--- src/rtl/alarm_sched_cont.sv ---
// Alarm sequencer: arms, matches CUR_TIME against ALARM_TIME on the 1 s tick, rings, snoozes and times out.
// Optional AUTO_SNOOZE_EN: a ring timeout snoozes automatically until the snooze limit is used up.
module alarm_sched_cont #(
  parameter int RING_SEC   = 60,
  parameter int SNOOZE_MIN = 5,
  parameter int SNOOZE_MAX = 3
) (
  input  logic        CLK,
  input  logic        RESETN,
  input  logic        TICK_1S,
  input  logic [16:0] CUR_TIME,
  input  logic [16:0] ALARM_TIME,
  input  logic        ALARM_EN,
  input  logic        SNOOZE,
  input  logic        STOP,
  output logic        RING,
  output logic [1:0]  STATE,
  output logic [1:0]  SNOOZE_CNT,
  output logic        MATCH
);

  localparam logic [1:0] IDLE     = 2'b00;
  localparam logic [1:0] ARMED    = 2'b01;
  localparam logic [1:0] RINGING  = 2'b10;
  localparam logic [1:0] SNOOZING = 2'b11;

  localparam logic [5:0] RING_LAST   = 6'(RING_SEC - 1);
  localparam logic [9:0] SNOOZE_LOAD = 10'(SNOOZE_MIN * 60);
  localparam logic [1:0] SNOOZE_LIM  = 2'(SNOOZE_MAX);

  logic [1:0] state_q, state_d;
  logic [5:0] ring_cnt_q, ring_cnt_d;
  logic [9:0] countdown_q, countdown_d;
  logic [1:0] snooze_cnt_q, snooze_cnt_d;
  logic       ring_q, ring_d;
  logic       match_q, match_d;
  logic       time_hit;

  assign time_hit = TICK_1S && (CUR_TIME == ALARM_TIME);

  always_ff @(posedge CLK or negedge RESETN) begin
    if (!RESETN) begin
      state_q      <= IDLE;
      ring_cnt_q   <= 6'd0;
      countdown_q  <= 10'd0;
      snooze_cnt_q <= 2'd0;
      ring_q       <= 1'b0;
      match_q      <= 1'b0;
    end else begin
      state_q      <= state_d;
      ring_cnt_q   <= ring_cnt_d;
      countdown_q  <= countdown_d;
      snooze_cnt_q <= snooze_cnt_d;
      ring_q       <= ring_d;
      match_q      <= match_d;
    end
  end

  // Priority: enable off > STOP > SNOOZE > tick. An ignored SNOOZE lets the tick through.
  always_comb begin
    state_d      = state_q;
    ring_cnt_d   = ring_cnt_q;
    countdown_d  = countdown_q;
    snooze_cnt_d = snooze_cnt_q;
    if (!ALARM_EN) begin
      state_d      = IDLE;
      ring_cnt_d   = 6'd0;
      countdown_d  = 10'd0;
      snooze_cnt_d = 2'd0;
    end else begin
      case (state_q)
        IDLE: state_d = ARMED;
        ARMED: begin
          if (time_hit) begin
            state_d      = RINGING;
            ring_cnt_d   = 6'd0;
            snooze_cnt_d = 2'd0;
          end
        end
        RINGING: begin
          if (STOP) begin
            state_d      = ARMED;
            ring_cnt_d   = 6'd0;
            snooze_cnt_d = 2'd0;
          end else if (SNOOZE && (snooze_cnt_q < SNOOZE_LIM)) begin
            state_d      = SNOOZING;
            ring_cnt_d   = 6'd0;
            countdown_d  = SNOOZE_LOAD;
            snooze_cnt_d = snooze_cnt_q + 2'd1;
          end else if (TICK_1S) begin
            if (ring_cnt_q == RING_LAST) begin
              ring_cnt_d = 6'd0;
`ifdef AUTO_SNOOZE_EN
              if (snooze_cnt_q < SNOOZE_LIM) begin
                state_d      = SNOOZING;
                countdown_d  = SNOOZE_LOAD;
                snooze_cnt_d = snooze_cnt_q + 2'd1;
              end else begin
                state_d      = ARMED;
                snooze_cnt_d = 2'd0;
              end
`else
              state_d      = ARMED;
              snooze_cnt_d = 2'd0;
`endif
            end else begin
              ring_cnt_d = ring_cnt_q + 6'd1;
            end
          end
        end
        SNOOZING: begin
          if (STOP) begin
            state_d      = ARMED;
            countdown_d  = 10'd0;
            snooze_cnt_d = 2'd0;
          end else if (TICK_1S) begin
            if (countdown_q == 10'd1) begin
              state_d     = RINGING;
              ring_cnt_d  = 6'd0;
              countdown_d = 10'd0;
            end else if (countdown_q != 10'd0) begin
              countdown_d = countdown_q - 10'd1;
            end
          end
        end
        default: state_d = IDLE;
      endcase
    end
  end

  always_comb begin
    ring_d  = (state_d == RINGING);
    match_d = ALARM_EN && (state_q == ARMED) && time_hit;
  end

  assign STATE      = state_q;
  assign SNOOZE_CNT = snooze_cnt_q;
  assign RING       = ring_q;
  assign MATCH      = match_q;

endmodule

--- config.mk ---
export PLATFORM = sky130hd
export DESIGN_NAME = alarm_sched_cont
export DESIGN_NICKNAME = d
export VERILOG_FILES = /design/src/rtl/alarm_sched_cont.sv
export SDC_FILE = /design/constraint.sdc
export NUM_CORES = 1
export LEC_CHECK = 0
export BUFFER_PORTS_ARGS = -buffer_cell sky130_fd_sc_hd__clkbuf_2
export CORE_MARGIN = 2
export CORE_UTILIZATION = 35
export DETAILED_ROUTE_END_ITERATION = 8
export GPL_TIMING_DRIVEN = 0
export PLACE_DENSITY_LB_ADDON = 0.25
export SLEW_MARGIN = 40
export SYNTH_ARGS = -nofsm -noshare
export SYNTH_HDL_FRONTEND = slang
export SYNTH_SLANG_ARGS = --single-unit
--- constraint.sdc ---
create_clock -name CLK -period 5.1 [get_ports CLK]
set_input_delay 0 -clock CLK [delete_from_list [all_inputs] [get_ports CLK]]
set_output_delay 0 -clock CLK [all_outputs]
set_load 0.02 [all_outputs]
==> results of run 1 <==
[cell families (layout without fill, tap and decap cells)]
logic type / Yosys count / in the layout / share of synthesized area
mux: 4 / 4 / 0.0236
compound gates: 47 / 47 / 0.193
xor+xnor: 17 / 17 / 0.0877
simple gates: 81 / 81 / 0.287
flops: 22 / 22 / 0.324
fa+ha+maj: 5 / 5 / 0.0368
buf+inv: 19 / 67 / 0.0472
[through the flow]
step | total power, uW | worst slack, ps | hold WS, ps | instance area [um^2] | util
3_5_place_dp | 235 | 3140 | 23.1 | 1980 | 0.422
5_1_grt | 373 | 2980 | 85.0 | 2050 | 0.436
4_1_cts | 363 | 3100 | 36.7 | 2050 | 0.436
6_report | 359 | 3100 | 33.1 | 2050 | 0.436
2_1_floorplan | 208 | 3310 | -296 | 1700 | -
3_3_place_gp | 234 | 3120 | 21.6 | 1980 | 0.422
[worst max path at each step]
stage / end / slack, ps / depth (start not counted)
2_1_floorplan: countdown_q[7] / 3310 / 6
3_3_place_gp: ring_cnt_q[5] / 3120 / 7
3_5_place_dp: countdown_q[7] / 3140 / 6
4_1_cts: ring_cnt_q[5] / 3100 / 7
5_1_grt: ring_cnt_q[2] / 2980 / 7
6_report: ring_cnt_q[5] / 3100 / 7
[registers in the layout (all words and copies together), names as in the netlist]
signal,flops
MATCH,1
SNOOZE_CNT,2
RING,1
countdown_q,10
ring_cnt_q,6
STATE,2
[where the power goes]
| group | internal (uW) | switching, uW |
|---|---|---|
| clock network | 68.9 | 58.6 |
| registers | 175 | 0.219 |
| logic | 26.9 | 29.5 |
| total | 270 | 88.3 |
[cell usage in the layout (no fill, tap or decap), types with 5 or more instances in the layout]
master and count:
xnor2_1 17, a22oi_1 5, clkbuf_2 43, ha_1 5
nand3_1 13, nand4_1 8, a21oi_1 11, o21ai_1 8
dfrtp_1 22, nor2_1 8, inv_1 13, nor3_1 10
nand2_1 11
[synth_stat cells, types with 2 or more instances]
master and n:
ha_1 5, nand3_1 13, dfrtp_1 22, xnor2_1 17, a21oi_1 11, o22ai_1 2, or3_1 4, nand4_1 8
a22oi_1 5, inv_1 13, and3b_1 2, or4_1 2, a31oi_1 2, nand2b_1 4, or4_4 3, mux2i_1 4
nand2_1 11, nor3_1 10, o311ai_1 2, nor2b_1 3, o21ai_1 8, inv_2 2, buf_4 2, o211ai_1 4
nor2_1 8, nor4_1 2
[final cells by class]
class,count,share of cell area
repair buffers,44,0.110
clock buffers,4,0.0269
inverters,15,0.0275
well taps,54,0.0330
flip-flops and latches,22,0.269
multi-input cells,154,0.522
plain buffers,4,0.0116
[critical path: cells and delay by family, from the launching register on]
family / cells / cell delay [ps]
buffers and inverters: 1 / 90
flip-flops: 1 / 370
adder cells (fa/ha/maj): 1 / 260
AND/OR/NAND/NOR: 2 / 290
AO/OA/AOI/OAI: 3 / 900
[routing by layer]
layer / routed length (um) / vias to the layer above
li1: - / 820
met1: 1940 / 753
met2: 1870 / 73
met3: 256 / 5
met4: 57 / 0
met5: 0 / -
==> results.yml, run 1 <==
grt:
  use_met1: 0.227
  grt_pass1_vias: 1516
  antenna_found_initial: 0
  top_usage_layer: "met2"
  grtUsageMet2: 0.257
  grt_max_degree: 23
  grt_pass1_wl_um: 6880
  grt_util_met3: 0.0137
  grt-ovfl-total: 0
  grt_usage: 0.160
setup_path:
  worstRegToRegCells: 7
  critPathMaxFanout: 6
  crit_type: "flip-flop to flip-flop"
  r2r-end: "ring_cnt_q[5]"
  max_stage_delay_ps: 410
  cp.required_ps: 5280
  critPathSlowestCell: "a311oi_1"
  end_kind: "flip-flop"
  crit_start: "countdown_q[1]"
  cp_cell_sequence: "inv_1 -> ha_1 -> and3b_1 -> a311oi_1 -> nor3_1 -> a21o_1 -> o211ai_1"
  cp-start-kind: "flip-flop"
  arrival_ps: 2180
  r2r_slack_ps: 3100
  rr_startpoint: "countdown_q[1]"
floorplanning:
  core_area_um2: 4690
  fp.dieW_um: 73.7
  ios: 46
  initial_utilization: 0.362
  fp.dieH_um: 73.7
  rows: 25
  die-area_um2: 5420
logic_synthesis:
  syn_nets: 240
  ys_types: 52
  async_reset_ff_frac: 1.00
  yosysSeqAreaShare: 0.324
  syn_avg_cell_area_um2: 8.71
  synth_top_cell_area_share: 0.324
  synth_warnings: 0
  synth-edff-count: 0
  yosys_register_bits: 22
  synth.cell_area_um2: 1700
  yosys-top-cells-area: "dfrtp_1, xnor2_1, nand3_1"
  synth_top_area_cell: "dfrtp_1"
  synth_cells: 195
  synth_flop_cell: "dfrtp_1"
layout:
  final_nets: 289
  multi_input_area_um2: 1070
  final_layout_size_suffix_gt1_frac: 0.267
  stdcell_count: 297
  area_delta_synth_final_pct: 20.5
  nFillCells: 472
  seq_area_um2: 551
  antennaDiodeCount: 0
clock_tree:
  insertion_delay_ps: 260
  cts_tree: "built"
  cts_root_buf: "clkbuf_8"
  cts_resized: 0
  cts_buffers: 3
  cts_buffer_depth: 2
  clock-sinks: 22
  post_cts_buffers: 0
  hold_buffers: 1
  h-tree-depth: 1
  path_clk_slew_ps: 80
timing:
  max_slew.worst_pin.slew_ps: 744
  rsz0062_at_grt: "false"
  layout_min_cycle_time_ps: 2000
  min_period_over_period: 0.391
  drv_slew: 0
  finalSetupViolations: 0
  fin_skew_ps: 2.29
  relSlewSlack: 0.502
  fmax_mhz: 501
  totalNegativeSetupSlack_ps: 0
  hold_violations: 0
power:
  power_density_nw_per_um2: 175
  vdd_ir_drop_max_mv: 0.0798
  leakagePower_uw: 0.000921
detailed_routing:
  vias_per_cell: 5.56
  ant_nets: 0
  wirelength_um: 4130
  dr.first_iter.drc_count: 127
  first_pass_iters: 4
  wl_per_cell_um: 13.9
  drc: 0
  vias: 1651
hold_path:
  hold-path-cell-count: 3
  worstHoldEndpoint: "MATCH"
  hp-class: "input pin to flip-flop"
  min-delay-start: "ALARM_EN"
run_status:
  status: "completed"
place:
  place_congestion: 0.818
  port_buffers: 43
  dpl.hpwl_um: 3240
  dpl.cell_count: 292
job:
  cap_violations: 0
No activity file was read; power rests on OpenSTA's default activity.
==> run 2, diff against run 1 <==
- ABC_AREA: default -> 1
- clock period: 5.1 -> 1.6 ns (I/O delays scaled with it)
==> results.yml, run 2 <==
detailed_routing:
  drc: 0
  vias: 2098
  wirelength_um: 4880
  vias_per_cell: 4.74
  dr.first_iter.drc_count: 82
  first_pass_iters: 4
  ant_nets: 0
  wl_per_cell_um: 11.0
layout:
  final_area_um2: 2520
  nFillCells: 579
  mostFrequentLayoutCells: "nand2_1, clkbuf_2, inv_1, nor2_1, nand3_1"
  final_layout_size_suffix_gt1_frac: 0.294
  reg.largest.list: "countdown_q (10), ring_cnt_q (6)"
  antennaDiodeCount: 0
  final_nets: 418
  largest_register_ffs: 10
  layout_commonest_cell: "nand2_1"
  seq_area_um2: 553
  area_delta_synth_final_pct: 28.7
  post-route-util: 0.461
  multi_input_area_um2: 1280
  top_register: "countdown_q"
setup_path:
  worstRegToRegCells: 12
  cp_cell_sequence: "inv_2 -> nand2_4 -> nor2_4 -> nand2_4 -> nor2_4 -> nand2_1 -> nand2_1 -> nand2_2 -> nor2_4 -> buf_6 -> nand3_1 -> nand2_1"
  path_buf_inv: 2
  cp-start-kind: "flip-flop"
  critPathSlowestCell: "dfrtp_2"
  r2r_slack_ps: 10
  critPathMaxFanout: 4
  cp_top_family: "simple AND/OR/NAND/NOR gates"
  arrival_ps: 1790
  crit_start: "countdown_q[4]"
  rr_startpoint: "countdown_q[4]"
  crit_type: "flip-flop to flip-flop"
  cp.required_ps: 1800
  r2r-end: "ring_cnt_q[3]"
  end_kind: "flip-flop"
  max_stage_delay_ps: 440
logic_synthesis:
  synth_top_cell_area_share: 0.281
  ys_types: 32
  synth_warnings: 0
  synth_cells: 308
  synth.cell_area_um2: 1960
  syn_nets: 353
  synth_flop_cell: "dfrtp_1"
  yosysSeqAreaShare: 0.281
  yosys_register_bits: 22
  synth-edff-count: 0
  yosys-top-cells-area: "dfrtp_1, nand2_1, inv_1"
  synth_common_cells: "nand2_1, inv_1, nor2_1"
  synth_top_area_cell: "dfrtp_1"
  post-synth-top-count-cell: "nand2_1"
  async_reset_ff_frac: 1.00
  syn_avg_cell_area_um2: 6.36
clock_tree:
  h-tree-depth: 1
  cts_buffers: 3
  cts_buffer_depth: 2
  clock-sinks: 22
  cts_root_buf: "clkbuf_8"
  cts_tree: "built"
  insertion_delay_ps: 270
  path_clk_slew_ps: 80
timing:
  max_slew.worst_pin.slew_ps: 559
  min_period_over_period: 0.993
  drv_slew: 0
  fin_skew_ps: 6.96
  timing.hold.ws_ps: 117
  layout_min_cycle_time_ps: 1590
  fmax_mhz: 629
  relSlewSlack: 0.627
  hold_violations: 0
  rsz0062_at_grt: "true"
  finalSetupViolations: 0
  worst_slack_ps: 10.6
grt:
  antenna_found_initial: 0
  grt_pass1_vias: 1872
  grt-ovfl-total: 0
  top_usage_layer: "met2"
  grt_pass1_wl_um: 7940
  use_met1: 0.204
  grt_util_met3: 0.0170
  grt_usage: 0.156
  grtUsageMet2: 0.273
  grt_max_degree: 23
place:
  port_buffers: 44
  placed_area_um2: 2270
  place_ws_ps: -87.1
  place_congestion: 0.836
  dpl.hpwl_um: 3710
floorplanning:
  die-area_um2: 6210
  fp.dieH_um: 78.8
  initial_utilization: 0.358
  ios: 46
  rows: 27
  core_area_um2: 5470
  fp.dieW_um: 78.8
hold_path:
  worstHoldEndpoint: "countdown_q[5]"
  hold-path-cell-count: 3
  min-delay-start: "ALARM_EN"
  hp-class: "input pin to flip-flop"
power:
  total_power_uw: 1120
  leakagePower_uw: 0.00138
  power_density_nw_per_um2: 445
  vdd_ir_drop_max_mv: 0.280
run_status:
  status: "completed"
job:
  cap_violations: 0
[run 2: layout make-up]
cell class | count | area share
Clock buffer | 3 | 0.0164
Buffer | 2 | 0.00347
Tap cell | 72 | 0.0357
Timing Repair Buffer | 60 | 0.140
Inverter | 52 | 0.0779
Multi-Input combinational cell | 232 | 0.507
Sequential cell | 22 | 0.219
[run 2: kinds of logic (layout without fill, tap and decap cells)]
family,Yosys count,after routing,synth area share
AOI/OAI and AO/OA,25,25,0.0747
xor gates and xnor gates,14,14,0.0626
adders and majority gates,5,5,0.0319
buffers and inverters,54,117,0.105
DFF,22,22,0.281
and+or+nand+nor,188,188,0.445
[run 2: repair_timing]
action | in CTS | in global routing
hold buffers | 1 | 0
hold endpoints to repair | 22 | 0
setup buffers | 6 | 9
pin swaps | 2 | 12
resized for setup | 7 | 29
setup endpoints to repair | 15 | 21
[run 2: worst max path at each step]
stage	endpoint	slack [ps]	cells after the start
after floorplan	ring_cnt_q[2]	9	11
after global placement	ring_cnt_q[5]	-80	11
after detailed placement	ring_cnt_q[3]	-90	11
after CTS	ring_cnt_q[4]	2	12
after global routing	ring_cnt_q[3]	-90	12
final	ring_cnt_q[3]	10	12
[run 2: per-stage QoR]
step | cells | TNS [ps]
2_1_floorplan | 308 | 0
3_3_place_gp | 424 | -779
3_5_place_dp | 424 | -789
4_1_cts | 434 | 0
5_1_grt | 443 | -489
6_report | 443 | 0
[run 2: worst register-to-register path, cell delays in order (launching register included)]
cell and delay [ps]:
dfrtp_2 440, inv_2 70, nand2_4 60, nor2_4 130, nand2_4 80, nor2_4 120, nand2_1 50, nand2_1 70
nand2_2 60, nor2_4 170, buf_6 140, nand3_1 70, nand2_1 70
[run 2: per-layer routing]
layer | share of wire | vias up
met1 | 0.47 | 930
li1 | - | 1103
met5 | 0 | -
met4 | 0.011 | 0
met3 | 0.051 | 4
met2 | 0.47 | 61
[run 2: report_power, final]
part	internal [uW]	switching, uW
clock network	168	182
logic	82.5	129
registers	557	2.69
